## src/rtl/capture_sequencer.sv

```systemverilog
// Logic-analyzer capture controller: pre-trigger fill, armed wait, post-trigger
// fill into a circular sample RAM, then ordered read-out from the oldest sample.
module capture_sequencer #(
    parameter int WIDTH      = 8,
    parameter int DEPTH_LOG2 = 4,
    parameter int DIV_W      = 16
) (
    input  logic                  i_clk,
    input  logic                  _i_rst,
    input  logic [WIDTH-1:0]      i_data,
    input  logic                  i_trig,
    input  logic                  i_arm,
    input  logic                  i_abort,
    input  logic [DEPTH_LOG2-1:0] i_pretrig,
    input  logic [DIV_W-1:0]      i_div,
    output logic                  o_wr_en,
    output logic [DEPTH_LOG2-1:0] o_wr_addr,
    output logic [WIDTH-1:0]      o_wr_data,
    output logic                  o_rd_en,
    output logic [DEPTH_LOG2-1:0] o_rd_addr,
    output logic                  o_rd_last,
    input  logic                  i_rd_ready,
    output logic                  o_busy,
    output logic                  o_done,
    output logic [DEPTH_LOG2-1:0] o_trig_addr
);

    localparam int                    DEPTH    = 2 ** DEPTH_LOG2;
    localparam logic [DEPTH_LOG2-1:0] LAST_IDX = DEPTH_LOG2'(DEPTH - 1);
    localparam logic [DEPTH_LOG2-1:0] ONE      = DEPTH_LOG2'(1);

    typedef enum logic [2:0] {
        S_IDLE,
        S_PREFILL,
        S_WAIT_TRIG,
        S_POST,
        S_DONE,
        S_READOUT
    } state_t;

    state_t                r_state, w_state_nxt;
    logic [DEPTH_LOG2-1:0] r_p, w_p_nxt;
    logic [DIV_W-1:0]      r_d, w_d_nxt;
    logic [DEPTH_LOG2-1:0] r_r, w_r_nxt;
    logic [DIV_W-1:0]      r_presc, w_presc_nxt;
    logic [DEPTH_LOG2-1:0] r_wr_ptr, w_wr_ptr_nxt;
    logic [DEPTH_LOG2-1:0] r_pre_cnt, w_pre_cnt_nxt;
    logic                  r_trig_d;
    logic                  r_pending, w_pending_nxt;
    logic [DEPTH_LOG2-1:0] r_trig_addr, w_trig_addr_nxt;
    logic [DEPTH_LOG2-1:0] r_rd_ptr, w_rd_ptr_nxt;
    logic [DEPTH_LOG2-1:0] r_rd_cnt, w_rd_cnt_nxt;
    logic                  r_wr_en, w_wr_en_nxt;
    logic [DEPTH_LOG2-1:0] r_wr_addr, w_wr_addr_nxt;
    logic [WIDTH-1:0]      r_wr_data, w_wr_data_nxt;
    logic                  r_rd_en, w_rd_en_nxt;
    logic                  r_rd_last, w_rd_last_nxt;
    logic                  r_busy, w_busy_nxt;
    logic                  r_done, w_done_nxt;

    logic w_capturing;
    logic w_tick;
    logic w_trig_rise;
    logic w_trig_hit;

    assign w_capturing = (r_state == S_PREFILL) || (r_state == S_WAIT_TRIG) || (r_state == S_POST);
    assign w_tick      = w_capturing && (r_presc == '0);
    // An edge seen in the same cycle as a tick is consumed by that tick.
    assign w_trig_rise = i_trig & ~r_trig_d;
    assign w_trig_hit  = r_pending | w_trig_rise;

    // NOTE: every state element is updated with <= so all flops sample the same pre-edge values.
    always_ff @(posedge i_clk) begin
        if (!_i_rst) begin
            r_state     <= S_IDLE;
            r_p         <= '0;
            r_d         <= '0;
            r_r         <= '0;
            r_presc     <= '0;
            r_wr_ptr    <= '0;
            r_pre_cnt   <= '0;
            r_trig_d    <= 1'b0;
            r_pending   <= 1'b0;
            r_trig_addr <= '0;
            r_rd_ptr    <= '0;
            r_rd_cnt    <= '0;
            r_wr_en     <= 1'b0;
            r_wr_addr   <= '0;
            r_wr_data   <= '0;
            r_rd_en     <= 1'b0;
            r_rd_last   <= 1'b0;
            r_busy      <= 1'b0;
            r_done      <= 1'b0;
        end else begin
            r_state     <= w_state_nxt;
            r_p         <= w_p_nxt;
            r_d         <= w_d_nxt;
            r_r         <= w_r_nxt;
            r_presc     <= w_presc_nxt;
            r_wr_ptr    <= w_wr_ptr_nxt;
            r_pre_cnt   <= w_pre_cnt_nxt;
            r_trig_d    <= i_trig;
            r_pending   <= w_pending_nxt;
            r_trig_addr <= w_trig_addr_nxt;
            r_rd_ptr    <= w_rd_ptr_nxt;
            r_rd_cnt    <= w_rd_cnt_nxt;
            r_wr_en     <= w_wr_en_nxt;
            r_wr_addr   <= w_wr_addr_nxt;
            r_wr_data   <= w_wr_data_nxt;
            r_rd_en     <= w_rd_en_nxt;
            r_rd_last   <= w_rd_last_nxt;
            r_busy      <= w_busy_nxt;
            r_done      <= w_done_nxt;
        end
    end

    always_comb begin
        // NOTE: hold defaults come first so no branch leaves a signal unassigned (no latches).
        w_state_nxt     = r_state;
        w_p_nxt         = r_p;
        w_d_nxt         = r_d;
        w_r_nxt         = r_r;
        w_presc_nxt     = r_presc;
        w_wr_ptr_nxt    = r_wr_ptr;
        w_pre_cnt_nxt   = r_pre_cnt;
        w_pending_nxt   = r_pending;
        w_trig_addr_nxt = r_trig_addr;
        w_rd_ptr_nxt    = r_rd_ptr;
        w_rd_cnt_nxt    = r_rd_cnt;
        w_wr_en_nxt     = 1'b0;
        w_wr_addr_nxt   = r_wr_addr;
        w_wr_data_nxt   = r_wr_data;

        if (w_capturing) begin
            w_presc_nxt = (r_presc == r_d) ? '0 : r_presc + DIV_W'(1);
        end

        if (w_tick) begin
            w_wr_en_nxt   = 1'b1;
            w_wr_addr_nxt = r_wr_ptr;
            w_wr_data_nxt = i_data;
            w_wr_ptr_nxt  = r_wr_ptr + ONE;
        end

        case (r_state)
            S_IDLE: begin
                w_pending_nxt = 1'b0;
                if (i_arm) begin
                    w_p_nxt       = i_pretrig;
                    w_d_nxt       = i_div;
                    w_wr_ptr_nxt  = '0;
                    w_presc_nxt   = '0;
                    w_pre_cnt_nxt = '0;
                    w_state_nxt   = (i_pretrig == '0) ? S_WAIT_TRIG : S_PREFILL;
                end
            end
            S_PREFILL: begin
                if (w_tick) begin
                    w_pre_cnt_nxt = r_pre_cnt + ONE;
                    if ((r_pre_cnt + ONE) == r_p) begin
                        w_state_nxt = S_WAIT_TRIG;
                    end
                end
            end
            S_WAIT_TRIG: begin
                if (w_trig_rise) begin
                    w_pending_nxt = 1'b1;
                end
                if (w_tick && w_trig_hit) begin
                    w_pending_nxt   = 1'b0;
                    w_trig_addr_nxt = r_wr_ptr;
                    w_r_nxt         = LAST_IDX - r_p;
                    w_state_nxt     = (r_p == LAST_IDX) ? S_DONE : S_POST;
                end
            end
            S_POST: begin
                if (w_tick) begin
                    w_r_nxt = r_r - ONE;
                    if (r_r == ONE) begin
                        w_state_nxt = S_DONE;
                    end
                end
            end
            S_DONE: begin
                // Oldest sample sits P slots before the trigger sample in the ring.
                w_rd_ptr_nxt = r_trig_addr - r_p;
                w_rd_cnt_nxt = '0;
                w_state_nxt  = S_READOUT;
            end
            S_READOUT: begin
                if (i_rd_ready) begin
                    w_rd_ptr_nxt = r_rd_ptr + ONE;
                    w_rd_cnt_nxt = r_rd_cnt + ONE;
                    if (r_rd_cnt == LAST_IDX) begin
                        w_state_nxt = S_IDLE;
                    end
                end
            end
            default: begin
                w_state_nxt = S_IDLE;
            end
        endcase

        if (i_abort) begin
            w_state_nxt   = S_IDLE;
            w_wr_en_nxt   = 1'b0;
            w_pending_nxt = 1'b0;
        end

        w_rd_en_nxt   = (w_state_nxt == S_READOUT);
        w_rd_last_nxt = w_rd_en_nxt && (w_rd_cnt_nxt == LAST_IDX);
        w_busy_nxt    = (w_state_nxt != S_IDLE);
        w_done_nxt    = (w_state_nxt == S_DONE) || (w_state_nxt == S_READOUT);
    end

    assign o_wr_en     = r_wr_en;
    assign o_wr_addr   = r_wr_addr;
    assign o_wr_data   = r_wr_data;
    assign o_rd_en     = r_rd_en;
    assign o_rd_addr   = r_rd_ptr;
    assign o_rd_last   = r_rd_last;
    assign o_busy      = r_busy;
    assign o_done      = r_done;
    assign o_trig_addr = r_trig_addr;

endmodule

```

## config.mk

```make
export PLATFORM = sky130hd
export DESIGN_NAME = capture_sequencer
export DESIGN_NICKNAME = d
export VERILOG_FILES = /design/src/rtl/capture_sequencer.sv
export SDC_FILE = /design/constraint.sdc
export NUM_CORES = 1
export LEC_CHECK = 0
export CAP_MARGIN = 20
export CORE_MARGIN = 2
export CORE_UTILIZATION = 49
export DETAILED_ROUTE_END_ITERATION = 10
export GPL_ROUTABILITY_DRIVEN = 0
export HOLD_SLACK_MARGIN = 0.12
export PLACE_DENSITY = 0.76
export REMOVE_ABC_BUFFERS = 1
export SLEW_MARGIN = 25
export SYNTH_ARGS = -nofsm -noshare
export SYNTH_HDL_FRONTEND = slang
export SYNTH_SLANG_ARGS = --single-unit
```

## constraint.sdc

```tcl
create_clock -name i_clk -period 1.85 [get_ports i_clk]
set_input_delay 0.2775 -clock i_clk [delete_from_list [all_inputs] [get_ports i_clk]]
set_output_delay 0.2775 -clock i_clk [all_outputs]
set_load 0.1 [all_outputs]
```

==> results.toml, run 1 <==
[setup_path]
timing.critical_path.buf_inv = 2
timing.critical_path.fanout_max = 6
critical_path_cell_count = 8
worst_setup_path_end_kind = "flip-flop"
crit_path_cell_trace = "inv_2 -> ha_4 -> nor4b_4 -> nand4_1 -> buf_6 -> o31a_1 -> a211oi_2 -> a31oi_1"
critical_path.top_delay_family = "compound AO/OA/AOI/OAI gates"
critical-path-slowest-cell = "dfxtp_2"
worst_path_largest_cell_delay_ps = 330
regToRegSetupSlack_ps = -40
depth_of_the_worst_register_to_register_path = 8
cp.arrival_ps = 2110
setup.worst_path.start_class = "flip-flop"
critical_path_rt_ps = 2070
regToRegStartpoint = "r_presc[1]$_SDFF_PN0_"
setup.worst_path.class = "flip-flop to flip-flop"
r2r-end = "o_busy$_SDFF_PN0_"

[route]
drc_violations_left = 0
detail-route-antenna-nets = 0
drt_pre_antenna_iters = 4
dr_total_vias = 3779
wirelength_mm = 10.1
drt_iter0_markers = 211
wire_per_inst_um = 14.3
detail_route.vias_per_cell = 5.35

[place]
io_buffer_count = 58
pre_cts_slack_ps = -156
hpwlAfterDp_mm = 7.38
dpl.cell_count = 686

[synth]
synth_top_cell_by_area = "dfxtp_1"
synth.lib_cells_used.distinct = 58
largest_family_of_logic_cells_by_synthesized_area = "simple AND/OR/NAND/NOR gates"
post_synth_xor_area_fraction = 0.0977
synth-seq-cells = 82
mux_cell_area_share_after_synthesis = 0.00775
most_area_consuming_cells_after_synthesis = "dfxtp_1 (41%), nand2_1 (9.3%), xnor2_1 (6.7%)"
yosys_warnings = 0
post_synth_fa_ha_maj_area_fraction = 0.0391
mappedNetlistArea_um2 = 4040
postSynthCellCount = 494
async_reset_ff_frac = 0
share_of_synthesized_area_occupied_by_flip_flops_and_latches = 0.407
yosys.area_share.simple = 0.258
synth_compound_gate_area_share = 0.144
synth_largest_type_area_fraction = 0.407
synthesis.area_per_instance_um2 = 8.17
synth-edff-count = 0
synth_ff_type = "dfxtp_1"

[timing]
final-setup-viol-count = 2
clock.fmax_ghz = 0.531
layout_setup_ws_ps = -35.0
worstMarginPinSlew_ps = 598
maxSlewHeadroom = 0.597
timing.clock.skew_ps = 13.3
tns_ps = -42.0
report.final.hold_viol_count = 0
fin_crit_sh = 1.02
period_needed_ps = 1890
rsz_0062_raised_after_global_routing = "yes"
final_number_of_max_transition_violations = 0

[clocking]
clock_sinks = 82
clk_pin_slew_ps = 90
clock_tree.htree_level_count = 3
root_cell_of_the_clock_tree = "clkbuf_8"
cts_buffer_depth = 2
worstSkewPairLatency_ps = 350
cts-buffers-inserted = 9
tritoncts = "done"

[floorplanning]
io_pins = 59
initial_utilization = 0.499
die-area_um2 = 8980
core.rowCount = 33
die_w_um = 94.7
die_height_um = 94.7
coreArea_um2 = 8090

[cells_and_area]
finish.net_count = 643
final_common_cell = "nand2_1"
total_area_of_multi_input_combinational_cells_um2 = 2290
layout.cells.non_filler = 706
most-common-layout-cells = "nand2_1 (100), dfxtp_1 (77), buf_4 (76)"
layout.area.seq_um2 = 1650
antennaDiodeCount = 0
fraction_of_final_layout_cells_sized_beyond_drive_strength_1 = 0.215
num-fill-cells = 678
syn2layout_area_growth_pct = 33.0

[power_and_ir_drop]
vdd_drop_max_mv = 0.403
power_leakage_nw = 2.09
pwr_density_cell_nw_per_um2 = 680

[global_route]
number_of_antenna_violations_at_the_first_check_in_global_routing = 0
grt_max_degree = 29
global_route_overflow = 0
grt_first_pass_wirelength_mm = 16.6
vias_in_the_first_global_route = 3660
grt_use_total = 0.236

[job]
timing.max_cap.violations = 0

[worst_hold_path]
whs_path_depth = 2
whs_endpoint = "o_wr_data[2]$_SDFFE_PN0N_"
hp-start = "o_wr_data[2]$_SDFFE_PN0N_"
timing.hold.worst.class = "flip-flop to flip-flop"

[status]
outcome = "finished, violations left"
violations_in_the_final_reports = "setup timing"
## sequential cells by signal (all words and copies together), names as in the netlist
| name | flops |
|---|---|
| o_wr_en | 1 |
| r_pre_cnt | 4 |
| o_wr_addr | 4 |
| r_pending | 1 |
| o_done | 1 |
| o_wr_data | 8 |
| o_trig_addr | 4 |
| r_state | 3 |
| o_rd_last | 1 |
| r_p | 4 |
| r_trig_d | 1 |
| r_rd_cnt | 4 |
| o_rd_en | 1 |
| r_r | 4 |
| o_busy | 1 |
| r_d | 16 |
| o_rd_addr | 4 |
| r_presc | 16 |
| r_wr_ptr | 4 |
## per-layer routing
metal | up-vias | GRT usage | part of all wire
li1 | 1881 | - | -
met1 | 1767 | 0.288 | 0.42
met2 | 112 | 0.414 | 0.51
met3 | 19 | 0.0399 | 0.053
met4 | 0 | 0.0894 | 0.019
met5 | - | 0 | 0
## power breakdown
| part | internal (mW) | switching [mW] | total [mW] |
|---|---|---|---|
| registers | 1.81 | 0.0362 | 1.84 |
| logic | 0.223 | 0.283 | 0.506 |
| clock network | 0.657 | 0.643 | 1.30 |
## cell type report
| class | count | share of cell area |
|---|---|---|
| Clock buffer | 11 | 0.0264 |
| Multi-Input combinational cell | 370 | 0.427 |
| Clock inverter | 4 | 0.00979 |
| Timing Repair Buffer | 117 | 0.193 |
| Sequential cell | 82 | 0.307 |
| Inverter | 17 | 0.0119 |
| Tap cell | 105 | 0.0245 |
## cells in the mapped netlist, types with 4 or more instances
library cell  count
nand4_1          10
buf_2             6
nor3_1           10
clkbuf_1         15
o21ai_0          16
nor2_1           46
nor3b_1           4
and2_1            4
nand3_1          10
inv_1            17
ha_1             11
and4_1            4
xor2_1           14
xnor2_1          31
nor4_1            4
nand2_1         100
dfxtp_1          82
a21oi_1          50
nor2b_1           4
## worst max path at each step
stage	start	endpoint
3_3_place_gp	i_pretrig[0]	o_rd_last$_SDFF_PN0_
2_1_floorplan	r_state[0]$_SDFF_PN0_	o_busy$_SDFF_PN0_
6_report	r_presc[1]$_SDFF_PN0_	o_busy$_SDFF_PN0_
3_5_place_dp	i_pretrig[0]	o_rd_last$_SDFF_PN0_
5_1_grt	r_presc[1]$_SDFF_PN0_	o_rd_last$_SDFF_PN0_
4_1_cts	r_presc[1]$_SDFF_PN0_	o_busy$_SDFF_PN0_
## cells by family after synthesis
kind of cell             Yosys count
AO/OA/AOI/OAI                     95
XOR/XNOR                          45
adder cells (fa/ha/maj)           12
buffers and inverters             42
flip-flops                        82
multiplexers                       3
AND/OR/NAND/NOR                  215
## worst register-to-register path, cell delays in order (launching register included)
cell and delay [ps]:
dfxtp_2 330, inv_2 70, ha_4 120, nor4b_4 180, nand4_1 230, buf_6 220, o31a_1 250, a211oi_2 190
a31oi_1 160
## repair_timing
action | CTS | global route
pin swaps | 6 | 9
gates resized for setup | 12 | 11
hold buffers | 0 | 0
setup endpoints to repair | 5 | 46
cloned | 1 | 0
buffers inserted | 2 | 2
## through the flow
stage / instance area, um^2 / total power [mW] / utilization / hold slack, ps
final: 5370 / 3.65 / 0.663 / 459
after global routing: 5370 / 3.81 / 0.663 / 466
after CTS: 5290 / 3.65 / 0.653 / 455
after detailed placement: 5020 / 2.36 / 0.621 / 448
after global placement: 5020 / 2.34 / 0.621 / 444
after floorplan: 3910 / 2.15 / - / 399
No activity file was read; power rests on OpenSTA's default activity.
==> inputs of run 2 (changes only) <==
--- a/config.mk
+++ b/config.mk
@@ -8,11 +8,13 @@
 export CAP_MARGIN = 20
 export CORE_MARGIN = 2
 export CORE_UTILIZATION = 49
+export CTS_CLUSTER_DIAMETER = 100
 export DETAILED_ROUTE_END_ITERATION = 10
 export GPL_ROUTABILITY_DRIVEN = 0
 export HOLD_SLACK_MARGIN = 0.12
 export PLACE_DENSITY = 0.76
 export REMOVE_ABC_BUFFERS = 1
+export SETUP_SLACK_MARGIN = 0.15
 export SLEW_MARGIN = 25
 export SYNTH_ARGS = -nofsm -noshare
 export SYNTH_HDL_FRONTEND = slang
==> run 2 against run 1 <==
Against the previous run: the run still ends with setup timing left; final cell count increased by 0.85%; flip-flop and latch count unchanged; combinational power increased by 12%; worst setup slack improved by 18 ps; critical path type unchanged; worst hold slack improved by 2.3 ps.
==> results.toml, run 2 (same netlist as run 1, synthesis figures left out) <==
[status]
outcome = "finished, violations left"
violations_in_the_final_reports = "setup timing"

[floorplanning]
die_height_um = 94.7
initial_utilization = 0.499
io_pins = 59
die_w_um = 94.7
core.rowCount = 33
die-area_um2 = 8980
coreArea_um2 = 8090

[clocking]
cts_buffer_depth = 2
root_cell_of_the_clock_tree = "clkbuf_8"
clk_pin_slew_ps = 80
clock_tree.htree_level_count = 3
tritoncts = "done"
cts-buffers-inserted = 9
clock_sinks = 82
cts_hold_repair.buffers = 0
worstSkewPairLatency_ps = 360

[cells_and_area]
total_area_of_multi_input_combinational_cells_um2 = 2500
most-common-layout-cells = "nand2_1 (85), buf_4 (78), dfxtp_1 (74)"
layout.area.seq_um2 = 1650
fraction_of_final_layout_cells_sized_beyond_drive_strength_1 = 0.292
num-fill-cells = 622
finish.net_count = 649
antennaDiodeCount = 0
syn2layout_area_growth_pct = 40.3
final_common_cell = "nand2_1"
fin_util = 0.699

[place]
hpwlAfterDp_mm = 7.38
pre_cts_slack_ps = -156
io_buffer_count = 58

[power_and_ir_drop]
internal_power_mw = 2.71
netSwitchingPower_mw = 1.01
pwr_density_cell_nw_per_um2 = 659
power_leakage_nw = 2.26
power.share.combinational = 0.152
sequential_power_share = 0.495
total_design_power_mw = 3.73
vdd_drop_max_mv = 0.421
sw_frac_of_total = 0.272
clock_power_share = 0.353

[setup_path]
r2r-end = "o_trig_addr[0]$_SDFFE_PN0P_"
timing.critical_path.fanout_max = 6
regToRegSetupSlack_ps = -20
worst_setup_path_end_kind = "flip-flop"
regToRegStartpoint = "r_presc[0]$_SDFF_PN0_"
cp.arrival_ps = 2140
setup.worst_path.start_class = "flip-flop"
setup.worst_path.class = "flip-flop to flip-flop"
depth_of_the_worst_register_to_register_path = 10
critical_path_rt_ps = 2120

[route]
wire_per_inst_um = 15.5
dr_total_vias = 3923
detail_route.vias_per_cell = 5.51
drt_pre_antenna_iters = 5
drt_iter0_markers = 193
drc_violations_left = 0
wirelength_mm = 11.1
detail-route-antenna-nets = 0

[timing]
layout_setup_ws_ps = -16.6
timing.clock.skew_ps = 13.3
maxSlewHeadroom = 0.513
fin_crit_sh = 1.01
final-setup-viol-count = 3
fin_hold_ws_ps = 461
worstMarginPinSlew_ps = 723
report.final.hold_viol_count = 0
clock.fmax_ghz = 0.536
rsz_0062_raised_after_global_routing = "yes"
final_number_of_max_transition_violations = 0
period_needed_ps = 1870

[global_route]
grt_first_pass_wirelength_mm = 17.4
number_of_antenna_violations_at_the_first_check_in_global_routing = 0
vias_in_the_first_global_route = 3744
grt_max_degree = 29
grt_use_total = 0.247
global_route_overflow = 0

[worst_hold_path]
whs_path_depth = 3
whs_endpoint = "r_d[10]$_SDFFE_PN0P_"
hp-start = "i_div[10]"
timing.hold.worst.class = "input pin to flip-flop"

[job]
timing.max_cap.violations = 0
==> run 2: critical path: stages, from the launching register on <==
cell and delay (ps):
dfxtp_2 330, inv_2 70, ha_4 120, nor4b_4 180, nand4_1 230, buf_6 210
buf_4 140, nor2_4 130, buf_6 120, nand2_2 60, a21oi_1 200
==> run 2: through the flow <==
stage,setup TNS [ps],cells,cell area [um^2]
after floorplan,-21130,469,3910
after global placement,-482,686,5020
after detailed placement,-551,686,5020
after CTS,-3.51,708,5440
after global routing,-1750,712,5660
final,-37.5,712,5660
==> run 2: cell type report <==
cell class                 count  area share
multi-input combinational    370       0.442
clock buffer                  11      0.0250
inverter                      17      0.0113
timing repair buffer         123       0.197
sequential                    82       0.292
tap                          105      0.0232
clock inverter                 4     0.00928
==> run 2: routing by layer <==
| layer | track usage | vias up | wire length (um) |
|---|---|---|---|
| met5 | 0 | - | 0 |
| met1 | 0.299 | 1858 | 4410 |
| met2 | 0.439 | 148 | 5830 |
| met4 | 0.0894 | 0 | 222 |
| met3 | 0.0431 | 22 | 606 |
| li1 | - | 1895 | - |
==> run 2: worst max path at each step <==
stage                          start                           to  slack (ps)  cells past startpoint
2_1_floorplan  r_state[0]$_SDFF_PN0_            o_busy$_SDFF_PN0_        -880                      3
3_3_place_gp            i_pretrig[0]         o_rd_last$_SDFF_PN0_        -160                      6
3_5_place_dp            i_pretrig[0]         o_rd_last$_SDFF_PN0_        -160                      6
4_1_cts        r_presc[1]$_SDFF_PN0_            o_busy$_SDFF_PN0_          -4                      8
5_1_grt        r_presc[0]$_SDFF_PN0_  o_trig_addr[0]$_SDFFE_PN0P_        -120                     10
6_report       r_presc[0]$_SDFF_PN0_  o_trig_addr[0]$_SDFFE_PN0P_         -20                     10
==> run 2: what timing repair did <==
item	4_1_cts	5_1_grt
resized for setup	40	48
endpoints found under the setup margin	48	53
buffers inserted	6	3
cloned	1	1
pin swaps	26	37
==> run 2: power groups by stage <==
stage | Combinational (mW) | Clock, mW | Sequential (mW)
3_5_place_dp | 0.471 | 0 | 1.88
3_3_place_gp | 0.462 | 0 | 1.88
2_1_floorplan | 0.197 | 0 | 1.95
5_1_grt | 0.609 | 1.42 | 1.85
4_1_cts | 0.520 | 1.32 | 1.84
6_report | 0.567 | 1.31 | 1.85
==> inputs of run 3 (changes only) <==
--- a/config.mk
+++ b/config.mk
@@ -7,12 +7,12 @@
 export LEC_CHECK = 0
 export CAP_MARGIN = 20
 export CORE_MARGIN = 2
-export CORE_UTILIZATION = 49
+export CORE_UTILIZATION = 50
 export CTS_CLUSTER_DIAMETER = 100
 export DETAILED_ROUTE_END_ITERATION = 10
 export GPL_ROUTABILITY_DRIVEN = 0
 export HOLD_SLACK_MARGIN = 0.12
-export PLACE_DENSITY = 0.76
+export PLACE_DENSITY = 0.74
 export REMOVE_ABC_BUFFERS = 1
 export SETUP_SLACK_MARGIN = 0.15
 export SLEW_MARGIN = 25
==> constraint.sdc (replaced) <==
create_clock -name i_clk -period 1.9 [get_ports i_clk]
set_input_delay 0.285 -clock i_clk [delete_from_list [all_inputs] [get_ports i_clk]]
set_output_delay 0.285 -clock i_clk [all_outputs]
set_load 0.1 [all_outputs]
==> run 3 against run 2 <==
Against the previous run: the flow now finishes without violations; core utilization rose by 0.50 points; non-clock buffer count shrank 9; global-route usage decreased by 0.44 points; sequential power down 3%; routed wire length fell by 5.0%; critical path depth shrank 3; combinational power is 6.9% lower; die area is 1.9% lower; count of clock-buffer cells in the layout rose by 1; clock skew rose by 1.5 ps; flip-flop and latch count unchanged; first-iteration DRC count increased by 7.8%; critical path type is now input pin to flip-flop; largest cell class unchanged; largest power group unchanged.
==> results.toml, run 3 (same netlist as run 1, synthesis figures left out) <==
[setup_path]
setup.worst_path.start_class = "input pin"
worst_setup_path_end_kind = "flip-flop"
worst_path_largest_cell_delay_ps = 470
timing.critical_path.fanout_max = 4
regToRegStartpoint = "r_pre_cnt[0]$_SDFFE_PN0P_"
cp.arrival_ps = 2020
r2r-end = "o_rd_last$_SDFF_PN0_"
critical_path_rt_ps = 2140
critical-path-slowest-cell = "clkdlybuf4s50_1"
depth_of_the_worst_register_to_register_path = 6
regToRegSetupSlack_ps = 130
setup.worst_path.class = "input pin to flip-flop"
crit_path_cell_trace = "clkdlybuf4s50_1 -> nor2b_1 -> buf_4 -> o21ai_0 -> o31a_1 -> a211oi_2 -> a31oi_1"

[timing]
final-setup-viol-count = 0
report.final.hold_viol_count = 0
worstMarginPinSlew_ps = 428
fin_crit_sh = 0.941
fin_hold_ws_ps = 473
timing.clock.skew_ps = 14.8
final_number_of_max_transition_violations = 0
clock.fmax_ghz = 0.559
maxSlewHeadroom = 0.712
period_needed_ps = 1790
rsz_0062_raised_after_global_routing = "yes"
layout_setup_ws_ps = 112

[place]
io_buffer_count = 58
pre_cts_slack_ps = -110
hpwlAfterDp_mm = 7.35
postPlaceCellArea_um2 = 4960

[global_route]
vias_in_the_first_global_route = 3771
global_route_overflow = 0
grt_first_pass_wirelength_mm = 16.9
number_of_antenna_violations_at_the_first_check_in_global_routing = 0
grt_max_degree = 25
grt_use_total = 0.243

[route]
wire_per_inst_um = 15.0
detail-route-antenna-nets = 0
drt_iter0_markers = 208
drc_violations_left = 0
wirelength_mm = 10.5
detail_route.vias_per_cell = 5.48
dr_total_vias = 3837
drt_pre_antenna_iters = 4

[clocking]
clock_sinks = 82
root_cell_of_the_clock_tree = "clkbuf_8"
tritoncts = "done"
clk_pin_slew_ps = 80
worstSkewPairLatency_ps = 360
clock_tree.htree_level_count = 3
cts_buffer_depth = 2
cts-buffers-inserted = 9
cts_hold_repair.buffers = 0

[floorplanning]
initial_utilization = 0.519
core.rowCount = 32
coreArea_um2 = 7770
io_pins = 59
die_w_um = 93.8
die-area_um2 = 8810
die_height_um = 93.8

[job]
timing.max_cap.violations = 0

[cells_and_area]
antennaDiodeCount = 0
post-route-cell-area_um2 = 5470
most-common-layout-cells = "nand2_1 (88), dfxtp_1 (75), buf_4 (74)"
finish.net_count = 640
final_common_cell = "nand2_1"
num-fill-cells = 621
syn2layout_area_growth_pct = 35.6
fraction_of_final_layout_cells_sized_beyond_drive_strength_1 = 0.268

[worst_hold_path]
timing.hold.worst.class = "flip-flop to flip-flop"
hp-start = "o_wr_data[5]$_SDFFE_PN0N_"
whs_endpoint = "o_wr_data[5]$_SDFFE_PN0N_"
whs_path_depth = 2

[status]
outcome = "finished clean"

[power_and_ir_drop]
vdd_drop_max_mv = 0.473
power_leakage_nw = 2.16
total_design_power_mw = 3.47
pwr_density_cell_nw_per_um2 = 634
run 3: changes by cell type in the layout (fill, tap and decap cells not counted), sizes merged:
cell,previous run,this run
buf,89,81
bufinv,1,0
run 3: per-layer routing:
layer	share of wire	up-vias	GRT usage
met5	0	-	0
met4	0.024	0	0.0833
met3	0.051	22	0.0401
met2	0.50	106	0.432
met1	0.42	1837	0.295
li1	-	1872	-
run 3: area by class of cell:
type	instances	area (um^2)	area share
timing repair buffer	114	1000	0.183
multi-input combinational	370	2460	0.450
clock inverter	3	15.0	0.00274
tap	102	128	0.0233
inverter	17	63.8	0.0117
clock buffer	12	155	0.0284
sequential	82	1650	0.302
run 3: power breakdown:
part,switching (mW),internal (mW)
Clock,0.607,0.533
Sequential,0.0400,1.76
Combinational,0.297,0.231
Total,0.944,2.53
run 3: worst max-delay path by stage:
| stage | end | depth (start not counted) | slack (ps) | start |
|---|---|---|---|---|
| floorplan | o_busy$_SDFF_PN0_ | 3 | -830 | r_state[0]$_SDFF_PN0_ |
| global placement | o_rd_last$_SDFF_PN0_ | 6 | -90 | i_pretrig[0] |
| detailed placement | o_busy$_SDFF_PN0_ | 7 | -110 | i_trig |
| CTS | o_busy$_SDFF_PN0_ | 8 | 20 | r_presc[1]$_SDFF_PN0_ |
| global route | o_busy$_SDFF_PN0_ | 8 | 3 | r_presc[0]$_SDFF_PN0_ |
| finish | o_busy$_SDFF_PN0_ | 7 | 110 | i_trig |
run 3: repair_timing:
| action | in CTS | in global routing |
|---|---|---|
| setup endpoints to repair | 31 | 51 |
| gates resized for setup | 13 | 57 |
| buffers inserted | 4 | 1 |
| pin swaps | 9 | 14 |
run 3: critical path: cells and delay by family:
kind                   cells  cell delay [ps]
buffers and inverters      2              670
AOI/OAI and AO/OA          4              740
and+or+nand+nor            1              330
run 3: through the flow:
stage               setup TNS (ps)  instances   util
global route                     0        700  0.704
global placement              -225        680  0.638
floorplan                   -18930        469      -
finish                           0        700  0.704
CTS                              0        699  0.676
detailed placement            -439        680  0.638
